--- config.mk ---
export PLATFORM = sky130hd
export DESIGN_NAME = spi_flash_responder
export DESIGN_NICKNAME = d
export VERILOG_FILES = /design/src/rtl/spi_flash_responder.sv
export SDC_FILE = /design/constraint.sdc
export NUM_CORES = 2
export LEC_CHECK = 0
export BUFFER_PORTS_ARGS = -buffer_cell sky130_fd_sc_hd__buf_4
export CORE_MARGIN = 1.5
export CORE_UTILIZATION = 40
export CTS_CLUSTER_SIZE = 20
export DETAILED_ROUTE_END_ITERATION = 6
export GPL_ROUTABILITY_DRIVEN = 1
export HOLD_SLACK_MARGIN = 0.08
export SYNTH_ARGS = -nofsm -noshare
export SYNTH_HDL_FRONTEND = slang
export SYNTH_SLANG_ARGS = --single-unit
export TNS_END_PERCENT = 20
--- constraint.sdc ---
create_clock -name clk -period 3.1 [get_ports clk]
set_clock_uncertainty 0.2 [all_clocks]
set_input_delay 0.155 -clock clk [delete_from_list [all_inputs] [get_ports clk]]
set_output_delay 0.155 -clock clk [all_outputs]
set_load 0.01 [all_outputs]
--- src/rtl/spi_flash_responder.sv ---
`default_nettype none
// ============================================================================
// Module      : spi_flash_responder
// Description : Clock-oversampled SPI-flash slave answering READ (0x03) and
//               JEDEC-ID (0x9F) from an internal, side-loadable byte memory.
// Revision    : 1.0 - initial release
// ============================================================================
module spi_flash_responder #(
    parameter int unsigned ADDR_BITS = 8,
    parameter logic [23:0] JEDEC_ID  = 24'hEF4016
) (
    input  logic                 clk,
    input  logic                 rst,
    input  logic                 sclk_i,
    input  logic                 cs_i,
    input  logic                 mosi_i,
    output logic                 miso_o,
    output logic                 busy_o,
    input  logic                 load_en_i,
    input  logic [ADDR_BITS-1:0] load_addr_i,
    input  logic [7:0]           load_data_i
);

    localparam int unsigned c_MEM_DEPTH = 1 << ADDR_BITS;
    localparam logic [7:0]  c_OP_READ   = 8'h03;
    localparam logic [7:0]  c_OP_JEDEC  = 8'h9F;

    typedef enum logic [2:0] {
        ST_IDLE   = 3'd0,
        ST_CMD    = 3'd1,
        ST_ADDR   = 3'd2,
        ST_DATA   = 3'd3,
        ST_ID     = 3'd4,
        ST_IGNORE = 3'd5
    } state_t;

    logic                 sclk_meta_q, sclk_sync_q, sclk_prev_q;
    logic                 cs_meta_q, cs_sync_q;
    logic                 mosi_meta_q, mosi_sync_q;

    state_t               state_q;
    logic [4:0]           bit_cnt_q;
    logic [6:0]           opcode_q;
    logic [ADDR_BITS-2:0] addr_q;
    logic [ADDR_BITS-1:0] ptr_q;
    logic [6:0]           dout_q;
    logic [23:0]          id_q;
    logic                 miso_q;
    logic                 busy_q;

    logic [7:0]           mem_q [c_MEM_DEPTH];

    logic                 w_rise;
    logic                 w_fall;
    logic [7:0]           w_opcode_next;
    logic [ADDR_BITS-1:0] w_addr_next;
    logic [7:0]           w_mem_rd;

    always_ff @(posedge clk) begin
        if (rst) begin
            sclk_meta_q <= 1'b0;
            sclk_sync_q <= 1'b0;
            sclk_prev_q <= 1'b0;
            cs_meta_q   <= 1'b1;
            cs_sync_q   <= 1'b1;
            mosi_meta_q <= 1'b0;
            mosi_sync_q <= 1'b0;
        end else begin
            sclk_meta_q <= sclk_i;
            sclk_sync_q <= sclk_meta_q;
            sclk_prev_q <= sclk_sync_q;
            cs_meta_q   <= cs_i;
            cs_sync_q   <= cs_meta_q;
            mosi_meta_q <= mosi_i;
            mosi_sync_q <= mosi_meta_q;
        end
    end

    assign w_rise        = sclk_sync_q & ~sclk_prev_q;
    assign w_fall        = ~sclk_sync_q & sclk_prev_q;
    // Only the low ADDR_BITS of the 24-bit address are kept; upper bits shift out.
    assign w_opcode_next = {opcode_q, mosi_sync_q};
    assign w_addr_next   = {addr_q, mosi_sync_q};
    assign w_mem_rd      = mem_q[ptr_q];

    // Load port is independent of reset so contents survive and can be preloaded.
    always_ff @(posedge clk) begin
        if (load_en_i) begin
            mem_q[load_addr_i] <= load_data_i;
        end
    end

    always_ff @(posedge clk) begin
        if (rst) begin
            state_q   <= ST_IDLE;
            bit_cnt_q <= '0;
            opcode_q  <= '0;
            addr_q    <= '0;
            ptr_q     <= '0;
            dout_q    <= '0;
            id_q      <= '0;
            miso_q    <= 1'b0;
            busy_q    <= 1'b0;
        end else if (cs_sync_q) begin
            state_q   <= ST_IDLE;
            bit_cnt_q <= '0;
            miso_q    <= 1'b0;
            busy_q    <= 1'b0;
        end else begin
            case (state_q)
                ST_IDLE: begin
                    state_q   <= ST_CMD;
                    bit_cnt_q <= '0;
                    miso_q    <= 1'b0;
                    busy_q    <= 1'b0;
                end
                ST_CMD: begin
                    if (w_rise) begin
                        opcode_q <= w_opcode_next[6:0];
                        if (bit_cnt_q == 5'd7) begin
                            bit_cnt_q <= '0;
                            if (w_opcode_next == c_OP_READ) begin
                                state_q <= ST_ADDR;
                                busy_q  <= 1'b1;
                            end else if (w_opcode_next == c_OP_JEDEC) begin
                                state_q <= ST_ID;
                                busy_q  <= 1'b1;
                                id_q    <= JEDEC_ID;
                            end else begin
                                state_q <= ST_IGNORE;
                            end
                        end else begin
                            bit_cnt_q <= bit_cnt_q + 5'd1;
                        end
                    end
                end
                ST_ADDR: begin
                    if (w_rise) begin
                        addr_q <= w_addr_next[ADDR_BITS-2:0];
                        if (bit_cnt_q == 5'd23) begin
                            bit_cnt_q <= '0;
                            ptr_q     <= w_addr_next;
                            state_q   <= ST_DATA;
                        end else begin
                            bit_cnt_q <= bit_cnt_q + 5'd1;
                        end
                    end
                end
                ST_DATA: begin
                    // Byte-boundary fall latches the next byte and drives its MSB at once.
                    if (w_fall) begin
                        if (bit_cnt_q[2:0] == 3'd0) begin
                            miso_q <= w_mem_rd[7];
                            dout_q <= w_mem_rd[6:0];
                            ptr_q  <= ptr_q + ADDR_BITS'(1);
                        end else begin
                            miso_q <= dout_q[6];
                            dout_q <= {dout_q[5:0], 1'b0};
                        end
                        bit_cnt_q <= {2'b00, bit_cnt_q[2:0] + 3'd1};
                    end
                end
                ST_ID: begin
                    // Zeros shift in behind the ID, so miso idles low after 24 bits.
                    if (w_fall) begin
                        miso_q <= id_q[23];
                        id_q   <= {id_q[22:0], 1'b0};
                    end
                end
                ST_IGNORE: begin
                    miso_q <= 1'b0;
                end
                default: begin
                    state_q <= ST_IDLE;
                    miso_q  <= 1'b0;
                    busy_q  <= 1'b0;
                end
            endcase
        end
    end

    assign miso_o = miso_q;
    assign busy_o = busy_q;

endmodule
`default_nettype wire

==> results <==
- The number of synthesized register bits is 2125.
- Summing every instance area after synthesis gives 82900 µm².
- The share of synthesized flip-flops with an asynchronous set or reset is 0.
- The maximum frequency from static timing analysis is 0.320 GHz.
- The count of max-cap constraint violations is 0.
- Each instance of the synthesized netlist takes up on average 20.1 µm².
- The critical path is of the reg -> reg type.
- For this run, the leading register cell type out of synthesis is sky130_fd_sc_hd__edfxtp_1.
- Data arrives at the worst endpoint at 3670 ps.
- The area fraction in compound gates after synthesis is 0.0273.
- The required time of the worst setup path is 3650 ps.
- Detailed placement finished with a half-perimeter wire length of 146 mm.
- The synthesized netlist contains 69 unique library cells.
- The area of the placeable core is 205000 µm².
- In the final layout, the share of cells above drive strength 1 is 0.324.
- Summing all multi-input logic gate instances after layout gives 18800 µm².
- The die extent in x is 458 µm.
- Counting flops with a built-in enable in the synthesized netlist gives 2048.
- The hold violation total from the final report is 0.
- The first global-routing pass estimated 329 mm of wire.
- The synthesis-to-finish area growth is 19.6%.
- The total of endpoints with negative setup slack in the final report is 1.
- The clock network latency to the later pin of the worst-skew pair is 850 ps.
- Measured on the finished design, the core utilization comes to 0.483.
- The total of buffers placed on input and output ports is 23.
- The adder and majority gate portion of the synthesized area is 0.000453.
- The flip-flop and latch area is 63100 µm².
- The total wirelength of the detailed-routed design is 230 mm.
- After clock tree synthesis, the clock-pin slew on the worst setup and hold paths is 70 ps.
- The remaining antenna violation count is 0.
- In the global route stage, overall resource usage came out at 0.219.
- The reg2reg setup slack is -20 ps.
- The path type of the worst min-delay path is in -> reg.
- The net count of the finished layout is 4889.
- Of the total synthesized cell area, the portion taken by AND, OR, NAND and NOR gates is 0.0401.
- The synthesized netlist cell count is 4119.
- The remaining global-route overflow is 0.
- The tightest hold path in the finished design has a slack of 158 ps.
- The routed length on met1 is 95.0 mm.
- The total of warnings raised by yosys is 0.
- After the first detailed-routing iteration, the DRC count stood at 5770.
- The dominant combinational cell family by area after synthesis is multiplexers.
- The full die area is 210000 µm².
- The checks that failed: setup timing.
- The worst slew margin relative to its limit is 0.492.
- Leaving out fill and tap cells, the most frequent cells in the layout are sky130_fd_sc_hd__edfxtp_1 (2048), sky130_fd_sc_hd__buf_4 (647), sky130_fd_sc_hd__mux4_2 (501).
- After detailed routing, the number of vias per cell comes to 5.77.
- In the routed design, unresolved DRC markers number 0.
- The worst hold path startpoint is load_data_i[3].
- The initial core utilization is 0.404.
- TritonCTS built the clock tree.
- The average wire per standard cell is 29.8 µm.
- The power density over cell area is 573 nW/µm².
- The initialized floorplan defines 166 standard-cell rows.
- The post-synthesis xor/xnor area fraction is 0.000106.
- The period utilization is 1.01.
- The count of final max-slew check failures is 0.
- IR analysis of the VDD net gives a maximum drop of 0.610 mV.
- The number of H-tree levels is 4.
- The via count of the first global-routing pass is 44200.
- The post-synthesis sequential area ratio is 0.761.
- The number of nets handed over by synthesis was 4144.
- The chip height is 458 µm.
- The top routing layer in use is met4.
- The longest clock path from root to sink contains 3 buffers.
- The cell taking the most area after synthesis is sky130_fd_sc_hd__edfxtp_1.
- The flow ran to the end, but the final reports show violations.
- The leakage power figure is 31.2 nW.
- The critical path endpoint category is a flip-flop.
- The TritonCTS sink count is 2125.
- The routed length on met3 is 21.3 mm.
- Clock tree synthesis selected as its root buffer the cell sky130_fd_sc_hd__clkbuf_16.
- At the pin with the least slew margin, the transition time is 762 ps.
- The detailed router placed 44600 vias in this run.
- The instance count after placement with tap cells included is 7264.
- Entering global routing, the biggest net connects 113 pins.
- The number of I/O pins is 24.
- The area fraction of the dominant cell type after synthesis is 0.742.
- The number of clock buffers added by TritonCTS is 204.
- The maximum fanout along the worst path is 8.
- Setup repair after global routing could not meet its margin everywhere.
- The count of filler cells inserted in the layout is 16800.
- By area the synthesized netlist is led by sky130_fd_sc_hd__edfxtp_1 (74%), sky130_fd_sc_hd__mux4_2 (14%), sky130_fd_sc_hd__dfxtp_1 (1.9%), sky130_fd_sc_hd__mux2i_1 (1.6%), sky130_fd_sc_hd__nor2_1 (1.5%).
- The routed design uses 107 mm of met2 wire.
- The worst slack at placement is -606 ps.
- The number of antenna violations at the first check in global routing is 8.
- Subtracting the final worst setup slack from the clock period gives 3120 ps.
- For this run, the detailed router's first-pass iteration total came to 6.
- The setup slack of the critical path after layout is -24.7 ps.
- The number of non-filler instances in the completed layout is 7731.
- Measured against the total synthesized area, the mux share comes to 0.154.
- The congestion estimate from routability-driven global placement came to 0.916.
- Leaving out fill and tap cells, the most frequent cell in the layout is sky130_fd_sc_hd__edfxtp_1.
- The startpoint kind of the worst setup timing path is a flip-flop.
power by group:
| part | switching [mW] | leakage, nW | internal [mW] |
|---|---|---|---|
| Clock | 10.9 | 3.18 | 13.5 |
| Sequential | 0.0158 | 19.0 | 31.5 |
| Combinational | 0.687 | 9.04 | 0.162 |
| Total | 11.6 | 31.2 | 45.2 |
critical path, stage by stage (launching register included):
cell	delay [ps]
sky130_fd_sc_hd__dfxtp_4	370
sky130_fd_sc_hd__buf_12	150
sky130_fd_sc_hd__buf_12	160
sky130_fd_sc_hd__mux4_2	530
sky130_fd_sc_hd__mux4_2	530
sky130_fd_sc_hd__a22o_4	290
sky130_fd_sc_hd__a221oi_4	270
sky130_fd_sc_hd__o221ai_4	210
sky130_fd_sc_hd__a32o_1	260
cells in the mapped netlist (all sizes together), types with 3 or more instances:
master   number
edfxtp     2048
mux4        502
nor2        332
buf         143
nand2       138
mux2i       133
clkbuf      106
a21oi        89
nand3        82
dfxtp        77
a22oi        73
nor3         64
o21ai        46
nor2b        30
o22ai        29
a211oi       26
nand4        18
nor4         15
a221oi       12
and2         12
mux2         12
nand2b       12
a31oi        11
inv           9
a2111oi       8
a311oi        7
and3          7
or2           6
nand3b        5
o31ai         5
o32ai         5
o41ai         5
or3           5
a22o          4
o2111ai       4
o211ai        4
ha            3
nor3b         3
nor4bb        3
or4b          3
layout make-up:
type	count	share of cell area
multi-input cells	1734	0.190
well taps	2688	0.0339
flip-flops and latches	2125	0.636
clock buffers	255	0.0544
clock inverters	125	0.0115
repair buffers	788	0.0735
diodes	5	0.000126
inverters	11	0.000429
path summary, 6_finish.rpt:
check                           end  cells after the start
max          dout_q[1]$_SDFFE_PP0P_                      8
min          mem_q[61][3]$_DFFE_PP_                      2
max reg2reg  dout_q[1]$_SDFFE_PP0P_                      8
min reg2reg    cs_sync_q$_SDFF_PP1_                      1
routing by layer:
| layer | up-vias | GRT usage |
|---|---|---|
| li1 | 18500 | - |
| met3 | 365 | 0.0481 |
| met4 | 0 | 0.0637 |
| met5 | - | 0 |
| met1 | 23700 | 0.313 |
| met2 | 2066 | 0.338 |
registers in the layout, summed over array words and instances (netlist names), 3 cells and up, named ones only:
| signal | flops |
|---|---|
| id_q | 23 |
| ptr_q | 8 |
| opcode_q | 7 |
| addr_q | 7 |
| dout_q | 7 |
| mem_q | 2048 |
| bit_cnt_q | 5 |
| state_q | 3 |
cells by family (layout without fill, tap and decap cells):
family | Yosys count | after routing
fa+ha+maj | 3 | 3
compound gates | 342 | 342
flops | 2125 | 2125
buf+inv | 260 | 1179
mux | 647 | 647
xor+xnor | 1 | 1
simple gates | 741 | 741
other cells | 0 | 5
per-stage QoR:
| stage | total power, mW | TNS (ps) | instance area, µm² |
|---|---|---|---|
| floorplan | 32.3 | 0 | 82900 |
| global placement | 32.9 | -2810 | 91000 |
| detailed placement | 32.9 | -2640 | 91000 |
| CTS | 57.2 | -26.8 | 98600 |
| global route | 58.3 | -141 | 99100 |
| finish | 56.8 | -24.7 | 99100 |
timing repair:
| item | 4_1_cts | 5_1_grt |
|---|---|---|
| cloned | 7 | 1 |
| resized for setup | 61 | 73 |
| hold buffers | 35 | 0 |
| endpoints found under the setup margin | 8 | 8 |
| endpoints found under the hold margin | 3326 | 0 |
| pin swaps | 15 | 20 |
| buffers inserted | 11 | 30 |
Note: power is estimated with default switching activity, not from simulation.
